<file path="src/rtl/instruction_fetch.sv">
// instruction_fetch: PC register and IF/ID pipeline register; IF_PERF_CNT_EN adds fetch/stall counters
module instruction_fetch #(
    parameter logic [31:0] RESET_PC  = 32'h0000_0000,
    parameter logic [31:0] NOP_INSTR = 32'h0000_0000
) (
    input  logic        clk,
    input  logic        rst_n,
`ifdef IF_PERF_CNT_EN
    output logic [31:0] fetch_cnt,
    output logic [31:0] stall_cnt,
`endif
    output logic [31:0] im_addr,
    input  logic [31:0] im_data,
    input  logic        stall,
    input  logic        flush,
    input  logic        pc_src,
    input  logic [31:0] pc_target,
    output logic [31:0] pc,
    output logic [31:0] ifid_instr,
    output logic [31:0] ifid_pc_plus4,
    output logic        ifid_valid
);
    logic [31:0] pc_plus4;
    assign pc_plus4 = pc + 32'd4;
    assign im_addr  = pc;
    always_ff @(posedge clk or negedge rst_n) begin
        if (!rst_n)
            pc <= RESET_PC;
        else if (pc_src)
            pc <= {pc_target[31:2], 2'b00};
        else if (!stall)
            pc <= pc_plus4;
    end
    // flush outranks stall so a killed slot never survives a hold
    always_ff @(posedge clk or negedge rst_n) begin
        if (!rst_n) begin
            ifid_instr    <= NOP_INSTR;
            ifid_pc_plus4 <= 32'd0;
            ifid_valid    <= 1'b0;
        end else if (flush) begin
            ifid_instr    <= NOP_INSTR;
            ifid_pc_plus4 <= 32'd0;
            ifid_valid    <= 1'b0;
        end else if (!stall) begin
            ifid_instr    <= im_data;
            ifid_pc_plus4 <= pc_plus4;
            ifid_valid    <= 1'b1;
        end
    end
`ifdef IF_PERF_CNT_EN
    always_ff @(posedge clk or negedge rst_n) begin
        if (!rst_n) begin
            fetch_cnt <= 32'd0;
            stall_cnt <= 32'd0;
        end else if (!flush) begin
            fetch_cnt <= stall ? fetch_cnt : fetch_cnt + 32'd1;
            stall_cnt <= stall ? stall_cnt + 32'd1 : stall_cnt;
        end
    end
`endif
endmodule

</file>
<file path="config.mk">
export PLATFORM = sky130hd
export DESIGN_NAME = instruction_fetch
export DESIGN_NICKNAME = d
export VERILOG_FILES = /design/src/rtl/instruction_fetch.sv
export SDC_FILE = /design/constraint.sdc
export NUM_CORES = 1
export LEC_CHECK = 0
export CORE_AREA = 2 2 124 126
export CTS_CLUSTER_SIZE = 10
export DETAILED_ROUTE_END_ITERATION = 6
export DIE_AREA = 0 0 126 128
export PLACE_DENSITY = 0.65
export SYNTH_ARGS = -nofsm -noshare
export SYNTH_HDL_FRONTEND = slang
export SYNTH_SLANG_ARGS = --single-unit
</file>
<file path="constraint.sdc">
create_clock -name clk -period 2.6 [get_ports clk]
set_input_delay 0.52 -clock clk [delete_from_list [all_inputs] [get_ports clk]]
set_output_delay 0.52 -clock clk [all_outputs]
set_load 0.01 [all_outputs]
</file>
==> results of run 1 <==
## logic make-up (layout without fill, tap and decap cells)
kind of cell | count (synthesis) | in the layout | share of synthesized area
mux | 32 | 32 | 0.06345
xor+xnor | 24 | 24 | 0.04164
buf+inv | 89 | 239 | 0.09591
simple gates | 204 | 204 | 0.2042
other cells | 1 | 4 | 0.0007428
fa+ha+maj | 1 | 1 | 0.002478
compound gates | 93 | 93 | 0.1257
flops | 94 | 94 | 0.4659
## Yosys cell counts, drive strengths merged, types with 11 or more instances
cell type  instances
a211oi            11
a31oi             12
buf               44
clkbuf            33
dfrtp             94
mux2i             32
nand2             37
nand3             14
nand4             19
nor2              76
o21ai             22
o31ai             15
or4               19
xnor2             17
## state kept, by name, summed over array words and instances (netlist names)
name,count
ifid_instr,32
ifid_pc_plus4,31
ifid_valid,1
im_addr,30
## critical path, stage by stage (launching register included)
cell and delay [ps]:
dfrtp_1 490, nand4_2 160, or4_1 770, or4_1 550, a311oi_1 290
## how the worst max path moves through the flow
stage,startpoint,endpoint,slack (ps)
floorplan,im_addr[2],ifid_pc_plus4[30],410
global placement,im_addr[13],ifid_pc_plus4[31],310
detailed placement,im_addr[13],ifid_pc_plus4[31],290
CTS,im_addr[13],ifid_pc_plus4[31],270
global route,im_addr[13],ifid_pc_plus4[31],160
finish,im_addr[13],ifid_pc_plus4[27],240
## placed cells by master, fill, tap and decap left out, types with 11 or more instances in the layout
cell | netlist | layout
nand2_1 | 37 | 37
o21ai_0 | 22 | 22
clkdlybuf4s50_1 | 0 | 188
dfrtp_1 | 94 | 94
a211oi_1 | 11 | 11
nand4_1 | 18 | 18
or4_1 | 19 | 19
nand3_1 | 14 | 14
buf_4 | 35 | 20
mux2i_1 | 32 | 32
o31ai_1 | 15 | 15
xnor2_1 | 17 | 17
nor2_1 | 76 | 76
a31oi_1 | 12 | 12
## per-stage QoR
stage,worst slack (ps),area [um2]
CTS,272.3,7222
global placement,313.1,6938
detailed placement,285.4,6938
floorplan,410.2,5060
global route,155.8,7222
finish,241.4,7222
## final cells by class
| class | count | area, um2 |
|---|---|---|
| Inverter | 12 | 45.04 |
| Tap cell | 188 | 235.2 |
| Clock buffer | 14 | 254.0 |
| Sequential cell | 94 | 2352 |
| Multi-Input combinational cell | 358 | 2223 |
| Fill cell | 1414 | 7642 |
| Timing Repair Buffer | 212 | 2082 |
| Clock inverter | 1 | 30.03 |
## power breakdown
group          switching (W)  internal [W]
combinational       0.000409      0.000489
sequential          0.000123       0.00157
clock               0.000540      0.000769
total                0.00107       0.00283
## metal layers
metal,vias up,part of all wire,track usage
met5,-,0.00073,0
met4,2,0.022,0.07498
met3,28,0.093,0.07137
met2,194,0.47,0.3004
met1,2152,0.42,0.2238
li1,2201,-,-
==> impl_metrics.json, run 1 <==
{
  "yosysWarnings": 0,
  "cts_buffers": 9,
  "hold_slack_ps": 168.6,
  "yosysSeqAreaShare": 0.4659,
  "antenna_found_initial": 1,
  "dpl.cell_count": 864,
  "regToRegEndpoint": "ifid_pc_plus4[27]",
  "worstReg2RegStart": "im_addr[13]",
  "cts_sinks": 94,
  "fp.coreArea_mm2": 0.01486,
  "status": "complete, no violations",
  "clkSlewWorstSetupHoldPaths_ps": 60,
  "startpoint_type": "register",
  "nets": 757,
  "maxCapViolCount": 0,
  "rr_worst_depth": 4,
  "n_antenna_cell": 0,
  "p_leak_nw": 2.909,
  "synth_top_area_cell": "dfrtp_1",
  "wl_um": 15160,
  "grt_use_total": 0.1858,
  "endpoint_kind": "register",
  "htreeDepth": 3,
  "netlist-cell-type-count": 45,
  "setup_tns_ps": 0,
  "finalNonFillerCells": 879,
  "slew_violations": 0,
  "vias": 4577,
  "clk_latency_ps": 350,
  "ios": 198,
  "critical_path.max_fanout": 16,
  "hold_viol_final": 0,
  "clockRootBuffer": "clkbuf_16",
  "die_y_um": 128,
  "start_util": 0.3396,
  "grt_max_degree": 52,
  "vias_per_cell": 5.207,
  "timing.final.crit_share": 0.9072,
  "clockBufferDepth": 2,
  "dr.first_iter.drc_count": 171,
  "arrival_ps": 2600,
  "synth_ff_type": "dfrtp_1",
  "synth-edff-count": 0,
  "relSlewSlack": 0.5935,
  "criticalPathCategory": "register to register",
  "die_w_um": 126,
  "syn_avg_cell_area_um2": 9.384,
  "antenna_left": 0,
  "grt_pass1_wl_um": 23790,
  "cts.hold.buffers_added": 0,
  "rsz0062_at_grt": "no",
  "p_per_area_mw_per_mm2": 540.1,
  "synth_area_leaders": "dfrtp_1, mux2i_1, nor2_1",
  "worst_slew_pin_slew_ps": 609.7,
  "syn_area_mm2": 0.005049,
  "drt_first_pass_iters": 5,
  "rows": 45,
  "cts_tree": "built",
  "drive_gt1_frac": 0.05644,
  "final-setup-viol-count": 0,
  "wl_per_cell_um": 17.25,
  "syn_inst": 538,
  "overflow": 0,
  "max-vdd-ir-drop_mv": 0.3557,
  "synth_top_area_frac": 0.4659,
  "max_freq_mhz": 424.0,
  "synth_seq_cells": 94,
  "fin_util": 0.4859,
  "skew_ps": 4.921,
  "drc": 0,
  "min_path_type": "input pin to async pin",
  "gp_congestion": 0.8557,
  "first_global_vias": 4492,
  "required_ps": 2840,
  "synthArstFlopShare": 1.000,
  "io_buffers": 191,
  "post_cts_buffers": 0,
  "power.total_w": 0.003900,
  "hpwl_um": 11160,
  "cts_resized": 0,
  "r2r_slack_ps": 240,
  "die_area_mm2": 0.01613,
  "layout_min_cycle_time_ps": 2359,
  "area_growth_pct": 43.05
}
Note: power is estimated with default switching activity, not from simulation.
==> run 2: changes to the inputs <==
==> config.mk (replaced) <==
export PLATFORM = sky130hd
export DESIGN_NAME = instruction_fetch
export DESIGN_NICKNAME = d
export VERILOG_FILES = /design/src/rtl/instruction_fetch.sv
export SDC_FILE = /design/constraint.sdc
export NUM_CORES = 1
export LEC_CHECK = 0
export ABC_AREA = 1
export CORE_AREA = 2 2 120 122
export CTS_CLUSTER_SIZE = 10
export DETAILED_ROUTE_END_ITERATION = 6
export DIE_AREA = 0 0 122 124
export PLACE_DENSITY = 0.67
export SYNTH_ARGS = -nofsm -noshare
export SYNTH_HDL_FRONTEND = slang
export SYNTH_SLANG_ARGS = --single-unit
==> impl_metrics.json, run 2 <==
{
  "criticalPathCategory": "register to output port",
  "cpPeakStageDelay_ps": 610,
  "synthAdderAreaFrac": 0.002627,
  "io_buffers": 191,
  "rsz0062_at_grt": "no",
  "p_per_area_mw_per_mm2": 586.8,
  "rows": 43,
  "cts_sinks": 94,
  "syn_avg_cell_area_um2": 8.414,
  "status": "complete, no violations",
  "synth_ff_type": "dfrtp_1",
  "clk_latency_ps": 340,
  "clkSlewWorstSetupHoldPaths_ps": 60,
  "relSlewSlack": 0.6417,
  "critical_path.max_fanout": 7,
  "synthArstFlopShare": 1.000,
  "ios": 198,
  "vias_per_cell": 4.754,
  "min_path_type": "input pin to async pin",
  "cts_resized": 0,
  "p_sw_w": 0.001082,
  "synth_most_common_cell": "nand2_1",
  "netlist-cell-type-count": 27,
  "wl_per_cell_um": 15.27,
  "combPwrFrac": 0.207,
  "final-setup-viol-count": 0,
  "synth_mux_area_frac": 0,
  "die_y_um": 124,
  "cts.hold.buffers_added": 0,
  "synth_top_area_frac": 0.4940,
  "max_freq_mhz": 513.3,
  "cts_tree": "built",
  "slew_violations": 0,
  "fp.coreArea_mm2": 0.01372,
  "synth_compound_area_frac": 0.1201,
  "worstReg2RegStart": "im_addr[2]",
  "post_cts_buffers": 0,
  "timing.final.crit_share": 0.7493,
  "swShare": 0.2629,
  "arrival_ps": 1430,
  "p_leak_nw": 3.185,
  "maxCapViolCount": 0,
  "drt_first_pass_iters": 4,
  "n_antenna_cell": 0,
  "final_area_mm2": 0.007017,
  "endpoint_kind": "output port",
  "area_growth_pct": 47.35,
  "synth_common_cells": "nand2_1, dfrtp_1, inv_1, a22o_1, buf_4",
  "antenna_left": 0,
  "hpwl_um": 10130,
  "synth-xor-area-share": 0.02733,
  "mostFrequentLayoutCells": "nand2_1, clkdlybuf4s50_1, dfrtp_1",
  "internal_power_w": 0.003035,
  "largest_register_ffs": 32,
  "startpoint_type": "register",
  "synth_top_family_by_area": "simple AND/OR/NAND/NOR gates",
  "placed_cell_area_mm2": 0.006659,
  "gp_congestion": 0.9550,
  "synth_area_leaders": "dfrtp_1, nand2_1, a22o_1",
  "synth-edff-count": 0,
  "cp_top_family": "buffers and inverters",
  "required_ps": 2080,
  "grt_use_total": 0.1860,
  "vias": 4321,
  "synth_top_area_cell": "dfrtp_1",
  "drive_gt1_frac": 0.05898,
  "start_util": 0.3471,
  "first_global_vias": 4271,
  "syn_inst": 566,
  "hold_viol_final": 0,
  "crit_chain": "clkdlybuf4s50_1",
  "skew_ps": 5.836,
  "clockRootBuffer": "clkbuf_16",
  "grt_pass1_wl_um": 21930,
  "clockBufferDepth": 2,
  "setup_tns_ps": 0,
  "power.share.clock": 0.379,
  "largest_register": "ifid_instr",
  "path_buf_inv": 1,
  "max-vdd-ir-drop_mv": 0.3887,
  "final_common_cell": "nand2_1",
  "synthSimpleGateAreaFrac": 0.2430,
  "syn_area_mm2": 0.004762,
  "htreeDepth": 3,
  "dr.first_iter.drc_count": 249,
  "cts_buffers": 9,
  "critPathLaunch": "im_addr[4]",
  "pwr-share-seq": 0.413,
  "antenna_found_initial": 0,
  "nets": 794,
  "synth_seq_cells": 94,
  "die_w_um": 122,
  "grt_max_degree": 63,
  "yosysWarnings": 0,
  "layout_min_cycle_time_ps": 1948,
  "drc": 0,
  "die_area_mm2": 0.01513,
  "cpMaxStageDelayCell": "clkdlybuf4s50_1",
  "worst_slew_pin_slew_ps": 535.7,
  "yosysSeqAreaShare": 0.4940,
  "wl_um": 13880,
  "overflow": 0
}
run 2: power groups by stage:
stage | logic [W] | registers, W | clock network (W)
after floorplan | 0.000350 | 0.00175 | 0
after global placement | 0.000848 | 0.00172 | 0
after detailed placement | 0.000857 | 0.00173 | 0
after CTS | 0.000861 | 0.00170 | 0.00160
after global routing | 0.000930 | 0.00172 | 0.00164
final | 0.000853 | 0.00170 | 0.00156
run 2: cells by family after synthesis:
kind of cell	count (synthesis)
adders and majority gates	1
xor gates and xnor gates	14
DFF	94
other	1
AOI/OAI and AO/OA	77
buffers and inverters	102
and+or+nand+nor	277
run 2: cell type report:
class / count / area (um2)
fill: 1304 / 6703
sequential: 94 / 2352
timing repair buffer: 198 / 1999
multi-input combinational: 373 / 1902
clock buffer: 11 / 252.7
tap: 180 / 225.2
inverter: 48 / 180.2
clock inverter: 5 / 105.1
run 2: final timing paths:
check | end | slack (ps) | cells past startpoint
setup / recovery | im_addr[4] | 650 | 1
hold / removal | ifid_pc_plus4[15] | 70 | 1
setup reg to reg | im_addr[24] | 720 | 10
hold reg to reg | ifid_pc_plus4[17] | 480 | 2
max in group asynchronous | ifid_instr[29] | 1830 | 2
min in group clk | ifid_pc_plus4[17] | 480 | 2
run 2: per-stage QoR:
step | total power, W | setup slack, ps | std cells | hold WS, ps | util
final | 0.004117 | 651.7 | 909 | 73.63 | 0.5114
after global routing | 0.004292 | 557.4 | 909 | 82.26 | 0.5114
after CTS | 0.004163 | 634.4 | 909 | 69.60 | 0.5114
after detailed placement | 0.002585 | 431.0 | 893 | 433.5 | 0.4854
after global placement | 0.002572 | 448.5 | 893 | 432.3 | 0.4854
after floorplan | 0.002101 | 1065 | 569 | 224.4 | -
run 2: routing by layer:
metal | GRT usage | part of all wire
met5 | 0 | 0
met4 | 0.06466 | 0.016
met3 | 0.03571 | 0.060
met2 | 0.3066 | 0.48
met1 | 0.2456 | 0.45
